==> src/rtl/tx_pkg.sv <==
// Shared types and frame constants for the 8N1 transmit path.
package tx_pkg;

  typedef enum logic {
    IDLE = 1'b0,
    SEND = 1'b1
  } state_t;

  localparam int unsigned FRAME_BITS = 10;
  localparam logic        START_BIT  = 1'b0;
  localparam logic        STOP_BIT   = 1'b1;

endpackage

==> src/rtl/flex_pts_sr.sv <==
// Parallel-to-serial shift register; load wins over shift, ones fill behind the data.
module flex_pts_sr #(
  parameter int unsigned NUM_BITS  = 4,
  parameter bit          SHIFT_MSB = 1'b1
) (
  input  logic                clk,
  input  logic                n_rst,
  input  logic                shift_enable,
  input  logic                load_enable,
  input  logic [NUM_BITS-1:0] parallel_in,
  output logic                serial_out
);

  logic [NUM_BITS-1:0] q;

  always_ff @(posedge clk or negedge n_rst) begin
    if (!n_rst) begin
      q <= '1;
    end else if (load_enable) begin
      q <= parallel_in;
    end else if (shift_enable) begin
      if (SHIFT_MSB) q <= {q[NUM_BITS-2:0], 1'b1};
      else           q <= {1'b1, q[NUM_BITS-1:1]};
    end
  end

  assign serial_out = SHIFT_MSB ? q[NUM_BITS-1] : q[0];

endmodule

==> src/rtl/tx_frame_ctrl.sv <==
// 8N1 frame controller: bit-period and bit counters driving an LSB-first serializer.
module tx_frame_ctrl
  import tx_pkg::*;
#(
  parameter int unsigned CLKS_PER_BIT = 10
) (
  input  logic       clk,
  input  logic       n_rst,
  input  logic [7:0] tx_data,
  input  logic       tx_valid,
  output logic       tx_ready,
  output logic       tx_out,
  output logic       tx_busy,
  output logic       frame_done
);

  localparam int unsigned    CNT_W    = (CLKS_PER_BIT > 1) ? $clog2(CLKS_PER_BIT) : 1;
  localparam logic [CNT_W-1:0] CNT_LAST = CNT_W'(CLKS_PER_BIT - 1);
  localparam logic [3:0]     BIT_LAST = 4'(FRAME_BITS - 1);

  state_t           state, state_nx;
  logic [CNT_W-1:0] clk_cnt, clk_cnt_nx;
  logic [3:0]       bit_cnt, bit_cnt_nx;
  logic             load_enable, shift_enable;
  logic             bit_end, frame_end, done_nx;

  assign bit_end   = (clk_cnt == CNT_LAST);
  assign frame_end = bit_end && (bit_cnt == BIT_LAST);

  always_ff @(posedge clk or negedge n_rst) begin
    if (!n_rst) begin
      state      <= IDLE;
      clk_cnt    <= '0;
      bit_cnt    <= '0;
      frame_done <= 1'b0;
    end else begin
      state      <= state_nx;
      clk_cnt    <= clk_cnt_nx;
      bit_cnt    <= bit_cnt_nx;
      frame_done <= done_nx;
    end
  end

  always_comb begin
    state_nx     = state;
    clk_cnt_nx   = clk_cnt;
    bit_cnt_nx   = bit_cnt;
    load_enable  = 1'b0;
    shift_enable = 1'b0;
    tx_ready     = 1'b0;
    done_nx      = 1'b0;
    case (state)
      IDLE: begin
        tx_ready = 1'b1;
        if (tx_valid) begin
          load_enable = 1'b1;
          clk_cnt_nx  = '0;
          bit_cnt_nx  = '0;
          state_nx    = SEND;
        end
      end
      SEND: begin
        tx_ready = frame_end;
        if (bit_end) begin
          shift_enable = 1'b1;
          clk_cnt_nx   = '0;
          bit_cnt_nx   = bit_cnt + 4'd1;
        end else begin
          clk_cnt_nx   = clk_cnt + CNT_W'(1);
        end
        // Stop-bit terminal cycle: either reload for a gapless next frame or fall back to IDLE.
        if (frame_end) begin
          done_nx    = 1'b1;
          bit_cnt_nx = '0;
          if (tx_valid) begin
            load_enable  = 1'b1;
            shift_enable = 1'b0;
          end else begin
            state_nx = IDLE;
          end
        end
      end
      default: state_nx = IDLE;
    endcase
  end

  assign tx_busy = (state == SEND);

  flex_pts_sr #(
    .NUM_BITS (FRAME_BITS),
    .SHIFT_MSB(1'b0)
  ) u_sr (
    .clk         (clk),
    .n_rst       (n_rst),
    .shift_enable(shift_enable),
    .load_enable (load_enable),
    .parallel_in ({STOP_BIT, tx_data, START_BIT}),
    .serial_out  (tx_out)
  );

endmodule

==> config.mk <==
export PLATFORM = sky130hd
export DESIGN_NAME = tx_frame_ctrl
export DESIGN_NICKNAME = d
export VERILOG_FILES = /design/src/rtl/tx_pkg.sv /design/src/rtl/flex_pts_sr.sv /design/src/rtl/tx_frame_ctrl.sv
export SDC_FILE = /design/constraint.sdc
export NUM_CORES = 1
export LEC_CHECK = 0
export BUFFER_PORTS_ARGS = -buffer_cell sky130_fd_sc_hd__buf_2
export CORE_MARGIN = 2
export CORE_UTILIZATION = 54
export CTS_CLUSTER_DIAMETER = 120
export CTS_CLUSTER_SIZE = 30
export DETAILED_ROUTE_END_ITERATION = 6
export PLACE_DENSITY = 0.74
export SLEW_MARGIN = 20
export SYNTH_ARGS = -nofsm -noshare
export SYNTH_HDL_FRONTEND = slang
export SYNTH_SLANG_ARGS = --single-unit
==> constraint.sdc <==
create_clock -name clk -period 1.8 [get_ports clk]
set_input_delay 0.27 -clock clk [delete_from_list [all_inputs] [get_ports clk]]
set_output_delay 0.27 -clock clk [all_outputs]
set_load 0.1 [all_outputs]
---- After elaboration in Yosys (flattened, before gate mapping) ----
Index checks and enable logic that the tools add are counted.
word-level totals
  register bits ........................... 20
  bits of input ports ..................... 11
  output and inout port bits .............. 4
cells by class
  add/sub/neg operators ................... 2
  eq/ne operators ......................... 4
  multiplexer cells ....................... 20
  bitwise operators ....................... 1
  reductions and logical operators ........ 3
operators with widths
  kind                                                    count
  two-way mux 10 bit                                      2
  two-way mux 4 bit                                       4
  one-hot mux 4 bit (2 select lines)                      2
  two-way mux 1 bit                                       9
  adder 4 x 1 -> 4 bit (second input constant)            2
  equality test 4 bit (second input constant)             2
  one-hot mux 1 bit (2 select lines)                      3
  inequality test 3 x 1 -> 1 bit (second input constant)  1
  inequality test 2 bit (second input constant)           1
  AND reduction 2 bit                                     1
  nonzero test 2 bit                                      1
  logical AND 1 bit                                       1
  inverter 1 bit                                          1

---- Depth between registers and ports, before layout ----
Gate-level depths: netlist (run 1).
  depth after elaboration ................. 7
  depth in mapped cells ................... 6
  gate-level depth less buffers ........... 5

---- Cells and area by module ----
A second synthesis (run 1) with hierarchy kept.
unflattened totals
  cell total of the unflattened synthesis .. 101
  area total of the unflattened synthesis .. 1019.7 um^2
modules (own cells, without submodules)
  module         times used  cells an instance  area each (um^2)
  tx_frame_ctrl  1           58                 550.5
  flex_pts_sr    1           43                 469.2

---- Least setup slack after synthesis (run 1) ----
Ideal clock, no wire load.
  path kind ............................... reg-to-reg
  from .................................... register clk_cnt[1]
  to ...................................... register state, in the netlist tx_busy
  data arrival time ....................... 3090 ps
  path slack .............................. -1519 ps
  stages on the path, launching flop included .. 6
  buffers on the path ..................... 0
  clock period less this slack ............ 3319 ps
  path through ............................ dfrtp_1 > inv_1 > ha_1 > nand3b_1 > o21ai_0 > nand2_1
between the ends
  cells in the longest elaborated chain, start to end .. 4
RTL lines
  what                                RTL line             text
  start, declared                     tx_frame_ctrl.sv:22  logic [CNT_W-1:0] clk_cnt, clk_cnt_nx;
  start signal, assigned              tx_frame_ctrl.sv:38  clk_cnt <= clk_cnt_nx;
  equality test 4 bit                 tx_frame_ctrl.sv:27  assign bit_end = (clk_cnt == CNT_LAST);
  logical AND 1 bit                   tx_frame_ctrl.sv:28  assign frame_end = bit_end && (bit_cnt == BIT_LAST);
  two-way mux 1 bit                   tx_frame_ctrl.sv:72  if (frame_end) begin
  one-hot mux 1 bit (2 select lines)  tx_frame_ctrl.sv:52  case (state)
  net state_nx                        tx_frame_ctrl.sv:21  state_t state, state_nx;
  end signal, assigned                tx_frame_ctrl.sv:37  state <= state_nx;
  end, declared                       tx_frame_ctrl.sv:21
The timed path passes the listed nets, and every way through them passes these cells.
A chain may end at the register's enable or synchronous reset.

---- Worst setup path in the final report (run 1) ----
  from .................................... register clk_cnt[1]
  to ...................................... output tx_ready
between the ends
  cells in the longest elaborated chain, start to end .. 3
RTL lines
  what                                RTL line             text
  equality test 4 bit                 tx_frame_ctrl.sv:27
  logical AND 1 bit                   tx_frame_ctrl.sv:28
  one-hot mux 1 bit (2 select lines)  tx_frame_ctrl.sv:52
  end, declared                       tx_frame_ctrl.sv:11  output logic tx_ready,
No other way between the ends.

==> summary.md, run 1 <==
| Metric | Value |
|---|---|
| Post-DP HPWL | `about 1.4 mm` |
| Critical Path RT | `1.53 ns` |
| Hold crit path type | `primary input to flop` |
| TritonCTS buffer count | `3` |
| Routed len/inst | `14.8 um` |
| R2r setup slk | `around 0.040 ns` |
| Setup crit start kind | `flop` |
| Worst Path Arrival | `roughly 1.5 ns` |
| Die Ht | `46.9 um` |
| Clock period minus worst slack | `1.79 ns` |
| DP Worst Slack | `approximately 0.17 ns` |
| GRT Total Usage | `0.201` |
| Initial Utilization | `0.575` |
| Final Net Count | `between 100 and 150` |
| Max Fclk | `roughly 560 MHz` |
| Die W | `around 47 um` |
| Fin worst setup slack | `0.00797 ns` |
| Worst-Margin Slew | `0.486 ns` |
| Crit end category | `primary output` |
| Antenna violations before repair | `0` |
| Multi-input gate area | `roughly 500 um2` |
| DR vias | `slightly below 800` |
| Most frequent cells in the layout | `buf_2 (13), dfstp_2 (9), dfrtp_1 (8)` |
| Max-cap violations | `0` |
| Routability-driven placement congestion ratio | `approximately 0.77` |
| Routed WL | `between 2 and 2.5 mm` |
| Worst R2R Path Depth | `7` |
| H-tree Lvls | `1` |
| Worst R2R End | `u_sr.q[6]` |
| Final Setup Violations | `0` |
| Layout cell share with drive strength beyond 1 | `0.387` |
| Slew Limit Fails | `0` |
| Setup Skew | `approximately 0.0030 ns` |
| CP Max Fanout | `4` |
| Std-Cell Core Area | `1730 um2` |
| Status | `finished clean` |
| Slew headroom | `0.678` |
| Unrepaired setup endpoints after global routing | `yes` |
| Fillers | `between 100 and 150` |
| Gr ovfl total | `0` |
| Clk_lat worst skew | `0.29 ns` |
| Peak VDD IR | `0.304 mV` |
| Fin. Hold Viols | `0` |
| Hold_sp | `tx_data[7]` |
| Vias in the first global route | `735` |
| Post-Syn Area | `a little under 1000 um2` |
| Final Cell Area | `1200 um2` |
| Yosys warns | `0` |
| Worst setup path class | `flop to primary output` |
| Seq/Total Area, Yosys | `0.490` |
| Ant diodes | `0` |
| Vias per cell | `approximately 5.7` |
| Clock root buffer | `clkbuf_4` |
| Drt first pass iters | `4` |
| Sequential cell area | `489 um2` |
| Clk slew on worst S/H paths | `between 0.1 and 0.15 ns` |
| Drt drc | `0` |
| Mean post-synth cell area | `11.0 um2` |
| Largest net degree at the start of global routing | `20` |
| Max Buffers Root-to-Sink | `2` |
| Reg-to-reg startpoint | `clk_cnt[1]` |
| Cell Rows | `15` |
| Synthesized netlist cell count | `90` |
| Commonest non-fill, non-tap cell in the layout | `buf_2` |
| Area contributors post-synth | `dfrtp_1 (25%), dfstp_2 (24%), a221o_1 (7.1%)` |
| Hold path endpoint | `u_sr.q[8]` |
| Share of the synthesized area in the top cell type | `0.252` |
| Die Footprint | `between 2000 and 2500 um2` |
| IO Count | `15` |
| P_leak | `about 0.56 nW` |
| First-pass GRT wire length | `between 3 and 4 mm` |
| CTS tree | `done` |
| #FFs+latches synth | `19` |
| PwrDens | `588 nW/um2` |
| Hold Path Stages | `3` |
| Clock sink count | `19` |
| PortBufs | `14` |
| DP Area | `between 1000 and 1500 um2` |
| Yosys top cell by area | `dfrtp_1` |
| Crit share post-route | `0.996` |
| P&R area growth vs syn | `20.5%` |
| DRT antenna net count | `0` |
| Initial drt markers | `27` |
| Net Count, Synth | `105` |
| Synth cell types | `32` |
-- metal layers --
layer / track usage / up-vias / wire length (um)
met2: 0.334 / 13 / 1010
li1: - / 375 / -
met1: 0.265 / 391 / 932
met5: 0 / - / 0
met3: 0.0346 / 2 / 53
met4: 0.0667 / 0 / 14
-- cells by family (layout without fill, tap and decap cells) --
| group | after synthesis | after routing | synth area share |
|---|---|---|---|
| buffers and inverters | 9 | 30 | 0.0441 |
| flip-flops | 19 | 19 | 0.490 |
| AO/OA/AOI/OAI | 23 | 23 | 0.191 |
| adder cells (fa/ha/maj) | 4 | 4 | 0.0504 |
| AND/OR/NAND/NOR | 34 | 34 | 0.215 |
| XOR/XNOR | 1 | 1 | 0.00882 |
-- worst max path at each step --
stage               startpoint          to  slack, ns
floorplan           clk_cnt[1]    tx_ready       0.07
global placement    clk_cnt[1]    tx_ready       0.25
detailed placement  clk_cnt[1]  bit_cnt[3]       0.17
CTS                 clk_cnt[1]    tx_ready     0.0001
global route        clk_cnt[1]    tx_ready      -0.08
finish              clk_cnt[1]    tx_ready      0.008
-- flip-flops by register name, indices dropped and copies added, names as in the netlist --
register / count
bit_cnt: 4
clk_cnt: 4
frame_done: 1
tx_busy: 1
u_sr.q: 9
-- power breakdown --
group          switching [mW]  internal (mW)  total, mW  leakage (nW)
clock                   0.131         0.0827      0.214        0.0177
combinational          0.0282         0.0179     0.0461         0.337
sequential            0.00421          0.440      0.444         0.209
total                   0.164          0.541      0.704         0.563
-- cell type report --
| class | count | share of cell area |
|---|---|---|
| flip-flops and latches | 19 | 0.409 |
| multi-input cells | 62 | 0.406 |
| repair buffers | 22 | 0.123 |
| well taps | 25 | 0.0261 |
| clock buffers | 3 | 0.0188 |
| inverters | 4 | 0.0125 |
| clock inverters | 1 | 0.00418 |
-- cells in the mapped netlist, drive strengths merged --
| master | n |
|---|---|
| a21o | 1 |
| o21ai | 7 |
| nand2 | 7 |
| and2b | 1 |
| nand4b | 2 |
| nand4 | 1 |
| a22o | 2 |
| xor2 | 1 |
| and3b | 1 |
| o31ai | 1 |
| or3 | 1 |
| nor2b | 1 |
| a2bb2oi | 1 |
| nand2b | 1 |
| nand3b | 2 |
| dfrtp | 10 |
| ha | 4 |
| buf | 3 |
| nand3 | 5 |
| a21oi | 2 |
| and3 | 7 |
| inv | 4 |
| o21ba | 1 |
| dfstp | 9 |
| a32o | 1 |
| clkbuf | 2 |
| nor2 | 4 |
| a221o | 7 |
| nor4bb | 1 |
-- worst max-delay path, cell delays in order (launching register included) --
cell and delay (ns):
dfrtp_1 0.43, inv_2 0.08, ha_4 0.14, nand3b_1 0.16, o21ai_4 0.23, buf_12 0.19
-- per-stage QoR --
stage	power [mW]	hold WS [ns]	std cells	utilization	setup TNS [ns]
final	0.704	0.198	136	0.693	0
after global routing	0.734	0.195	136	0.693	-0.333
after CTS	0.710	0.179	133	0.674	0
after detailed placement	0.497	0.226	126	0.642	0
after global placement	0.496	0.216	126	0.642	0
after floorplan	0.473	-0.0256	90	-	0
-- what timing repair did --
item	in CTS	in global routing
gates resized for setup	1	3
pin swaps	1	1
endpoints found under the setup margin	1	1
hold buffers	1	0
buffers inserted	2	3
endpoints found under the hold margin	10	0
(Power assumes the default switching activity.)
==> run 2: changes to the inputs <==
- CORE_UTILIZATION: 54 -> 41
- PLACE_DENSITY: 0.74 -> 0.59
==> run 2 against run 1 <==
Against the previous run:
- first-iteration DRC count fell by 48%
- sequential cell count unchanged
- clock skew decreased by 0.00052 ns
- clock-buffer cell count up 1
- critical endpoint unchanged
==> summary.md, run 2 (synthesis results as in run 1) <==
| Metric | Value |
|---|---|
| Status | `finished clean` |
| Reg with most FFs | `u_sr.q` |
| CTS tree | `done` |
| Logic pwr share | `0.065 (about the same)` |
| Clock root buffer | `clkbuf_4` |
| Psw | `166 uW (+1.3%)` |
| Clock sink count | `19 (unchanged)` |
| Die W | `53.2 um (+14%)` |
| Setup TNS | `0 ns (unchanged)` |
| Std-Cell Core Area | `2250 um2 (+31%)` |
| Most frequent cells in the layout | `buf_2 (13), dfrtp_1 (9), buf_4 (9), dfstp_2 (9)` |
| R2r setup slk | `0.10 ns (+0.06 ns)` |
| CP Max Fanout | `3 (-1)` |
| Routed WL | `2.09 mm (+4.1%)` |
| Crit share post-route | `0.978 (-0.0175)` |
| Die Footprint | `2830 um2 (+29%)` |
| Cell Rows | `17 (+2)` |
| Hold path endpoint | `u_sr.q[8]` |
| Max Fclk | `568 MHz (+1.8%)` |
| IO Count | `15 (unchanged)` |
| Gr ovfl total | `0 (unchanged)` |
| Total power | `710 uW (+0.83%)` |
| Final Net Count | `129 (+1.6%)` |
| Routed len/inst | `14.8 um (+0.40%)` |
| Peak VDD IR | `0.461 mV (+52%)` |
| Worst R2R End | `u_sr.q[2]` |
| Worst R2R Path Depth | `6 (-1)` |
| Worst-Margin Slew | `0.484 ns (-0.00272 ns)` |
| Setup crit start kind | `flop` |
| Worst setup path class | `flop to primary output` |
| Commonest non-fill, non-tap cell in the layout | `buf_2` |
| Setup Skew | `0.00248 ns (-0.000519 ns)` |
| H-tree Lvls | `1 (unchanged)` |
| Crit. Startpoint | `clk_cnt[1]` |
| Clk_lat worst skew | `0.30 ns (about the same)` |
| Clock period minus worst slack | `1.76 ns (-0.0314 ns)` |
| Drt first pass iters | `4 (unchanged)` |
| Slew headroom | `0.680 (+0.00180)` |
| Unrepaired setup endpoints after global routing | `yes` |
| Hold crit path type | `primary input to flop` |
| Initial Utilization | `0.441 (-0.135)` |
| PwrDens | `585 nW/um2 (-0.52%)` |
| Hold Path Stages | `3 (unchanged)` |
| Fillers | `223 (+64%)` |
| Antenna violations before repair | `0 (unchanged)` |
| Clk slew on worst S/H paths | `0.11 ns (about the same)` |
| Clk pwr share | `0.309 (+0.005)` |
| Final Setup Violations | `0 (unchanged)` |
| Vias in the first global route | `736 (+0.14%)` |
| Post-DP HPWL | `1.38 mm (-2.8%)` |
| P_leak | `0.570 nW (+1.3%)` |
| Worst Path Arrival | `1.49 ns (-0.03 ns)` |
| Number of flip-flops in the largest register | `9 (unchanged)` |
| Top flop regs | `u_sr.q: 9 flops, bit_cnt: 4 flops, clk_cnt: 4 flops` |
| CP Cell Sequence | `inv_2, ha_4, nand3b_1, o21ai_4, buf_12` |
| Fin. Hold Viols | `0 (unchanged)` |
| Slew Limit Fails | `0 (unchanged)` |
| Crit end category | `primary output` |
| Ant diodes | `0 (unchanged)` |
| DR vias | `759 (-2.8%)` |
| PortBufs | `14 (unchanged)` |
| CP max-delay cell | `dfrtp_1` |
| DRT antenna net count | `0 (unchanged)` |
| Reg-to-reg startpoint | `bit_cnt[1]` |
| First-pass GRT wire length | `3.38 mm (+7.2%)` |
| Critical Path RT | `1.53 ns (about the same)` |
| Critical Path Max Stage Delay | `0.41 ns (-0.02 ns)` |
| Routability-driven placement congestion ratio | `0.688 (-11%)` |
| Internal power | `544 uW (+0.69%)` |
| GRT Total Usage | `0.172 (-0.0291)` |
| Vias per cell | `5.38 (-6.3%)` |
| P&R area growth vs syn | `22.2%` |
| Initial drt markers | `14 (-48%)` |
| Die Ht | `53.2 um (+14%)` |
| Sw Share | `0.233 (+0.00106)` |
| Drt drc | `0 (unchanged)` |
| Sequential share of power | `0.625 (-0.006)` |
| Hold_sp | `tx_data[7]` |
| Max Buffers Root-to-Sink | `2 (unchanged)` |
| Largest net degree at the start of global routing | `20 (unchanged)` |
| Max-cap violations | `0 (unchanged)` |
| TritonCTS buffer count | `3 (unchanged)` |
| Layout cell share with drive strength beyond 1 | `0.381 (-0.00686)` |
run 2: cell types whose count changed in the layout (fill, tap and decap cells not counted):
cell | previous run | this run
buf_4 | 7 | 9
clkbuf_1 | 0 | 1
clkinv_2 | 1 | 0
dfrtp_1 | 8 | 9
dfrtp_2 | 2 | 1
run 2: worst max path at each step:
stage | end
global placement | u_sr.q[2]
finish | tx_ready
global route | tx_ready
floorplan | tx_ready
detailed placement | u_sr.q[5]
CTS | tx_ready
run 2: area by class of cell:
class	instances	area [um2]	share of cell area
repair buffers	24	163	0.134
multi-input cells	62	487	0.401
inverters	4	15.0	0.0124
clock buffers	4	26.3	0.0216
well taps	28	35.0	0.0289
flip-flops and latches	19	488	0.402
run 2: routing by layer:
metal  vias to the layer above  global-route usage  wire [um]  part of all wire
met3                         4              0.0508         97             0.046
met1                       357               0.212        977              0.47
li1                        381                   -          -                 -
met5                         -                   0          0                 0
met4                         0              0.0769         36             0.017
met2                        17               0.274        977              0.47
run 2: metrics by stage:
step | setup slack (ns) | instance area, um2 | util | cells | hold WS, ns
CTS | 0.00275 | 1170 | 0.521 | 137 | 0.154
global route | -0.0379 | 1210 | 0.538 | 141 | 0.149
detailed placement | 0.169 | 1110 | 0.493 | 129 | 0.223
global placement | 0.189 | 1110 | 0.493 | 129 | 0.231
finish | 0.0394 | 1210 | 0.538 | 141 | 0.155
floorplan | 0.0688 | 1010 | - | 90 | -0.0256
run 2: critical path: cells and delay by family, from the launching register on:
kind                       cells  cell delay, ns
adders and majority gates      1            0.13
buffers and inverters          2            0.26
DFF                            1            0.41
AOI/OAI and AO/OA              1            0.23
and+or+nand+nor                1            0.16
run 2: timing repair:
action / in CTS / in global routing
hold endpoints to repair: 10 / 0
setup endpoints to repair: 1 / 1
pin swaps: 1 / 1
setup buffers: 3 / 4
hold buffers: 1 / 0
resized for setup: 1 / 2
run 2: power by group through the flow:
| stage | sequential [mW] | combinational, mW | clock [mW] |
|---|---|---|---|
| after detailed placement | 0.451 | 0.0448 | 0 |
| after global routing | 0.445 | 0.0511 | 0.243 |
| final | 0.444 | 0.0463 | 0.220 |
| after CTS | 0.444 | 0.0471 | 0.224 |
| after floorplan | 0.461 | 0.0119 | 0 |
| after global placement | 0.451 | 0.0454 | 0 |
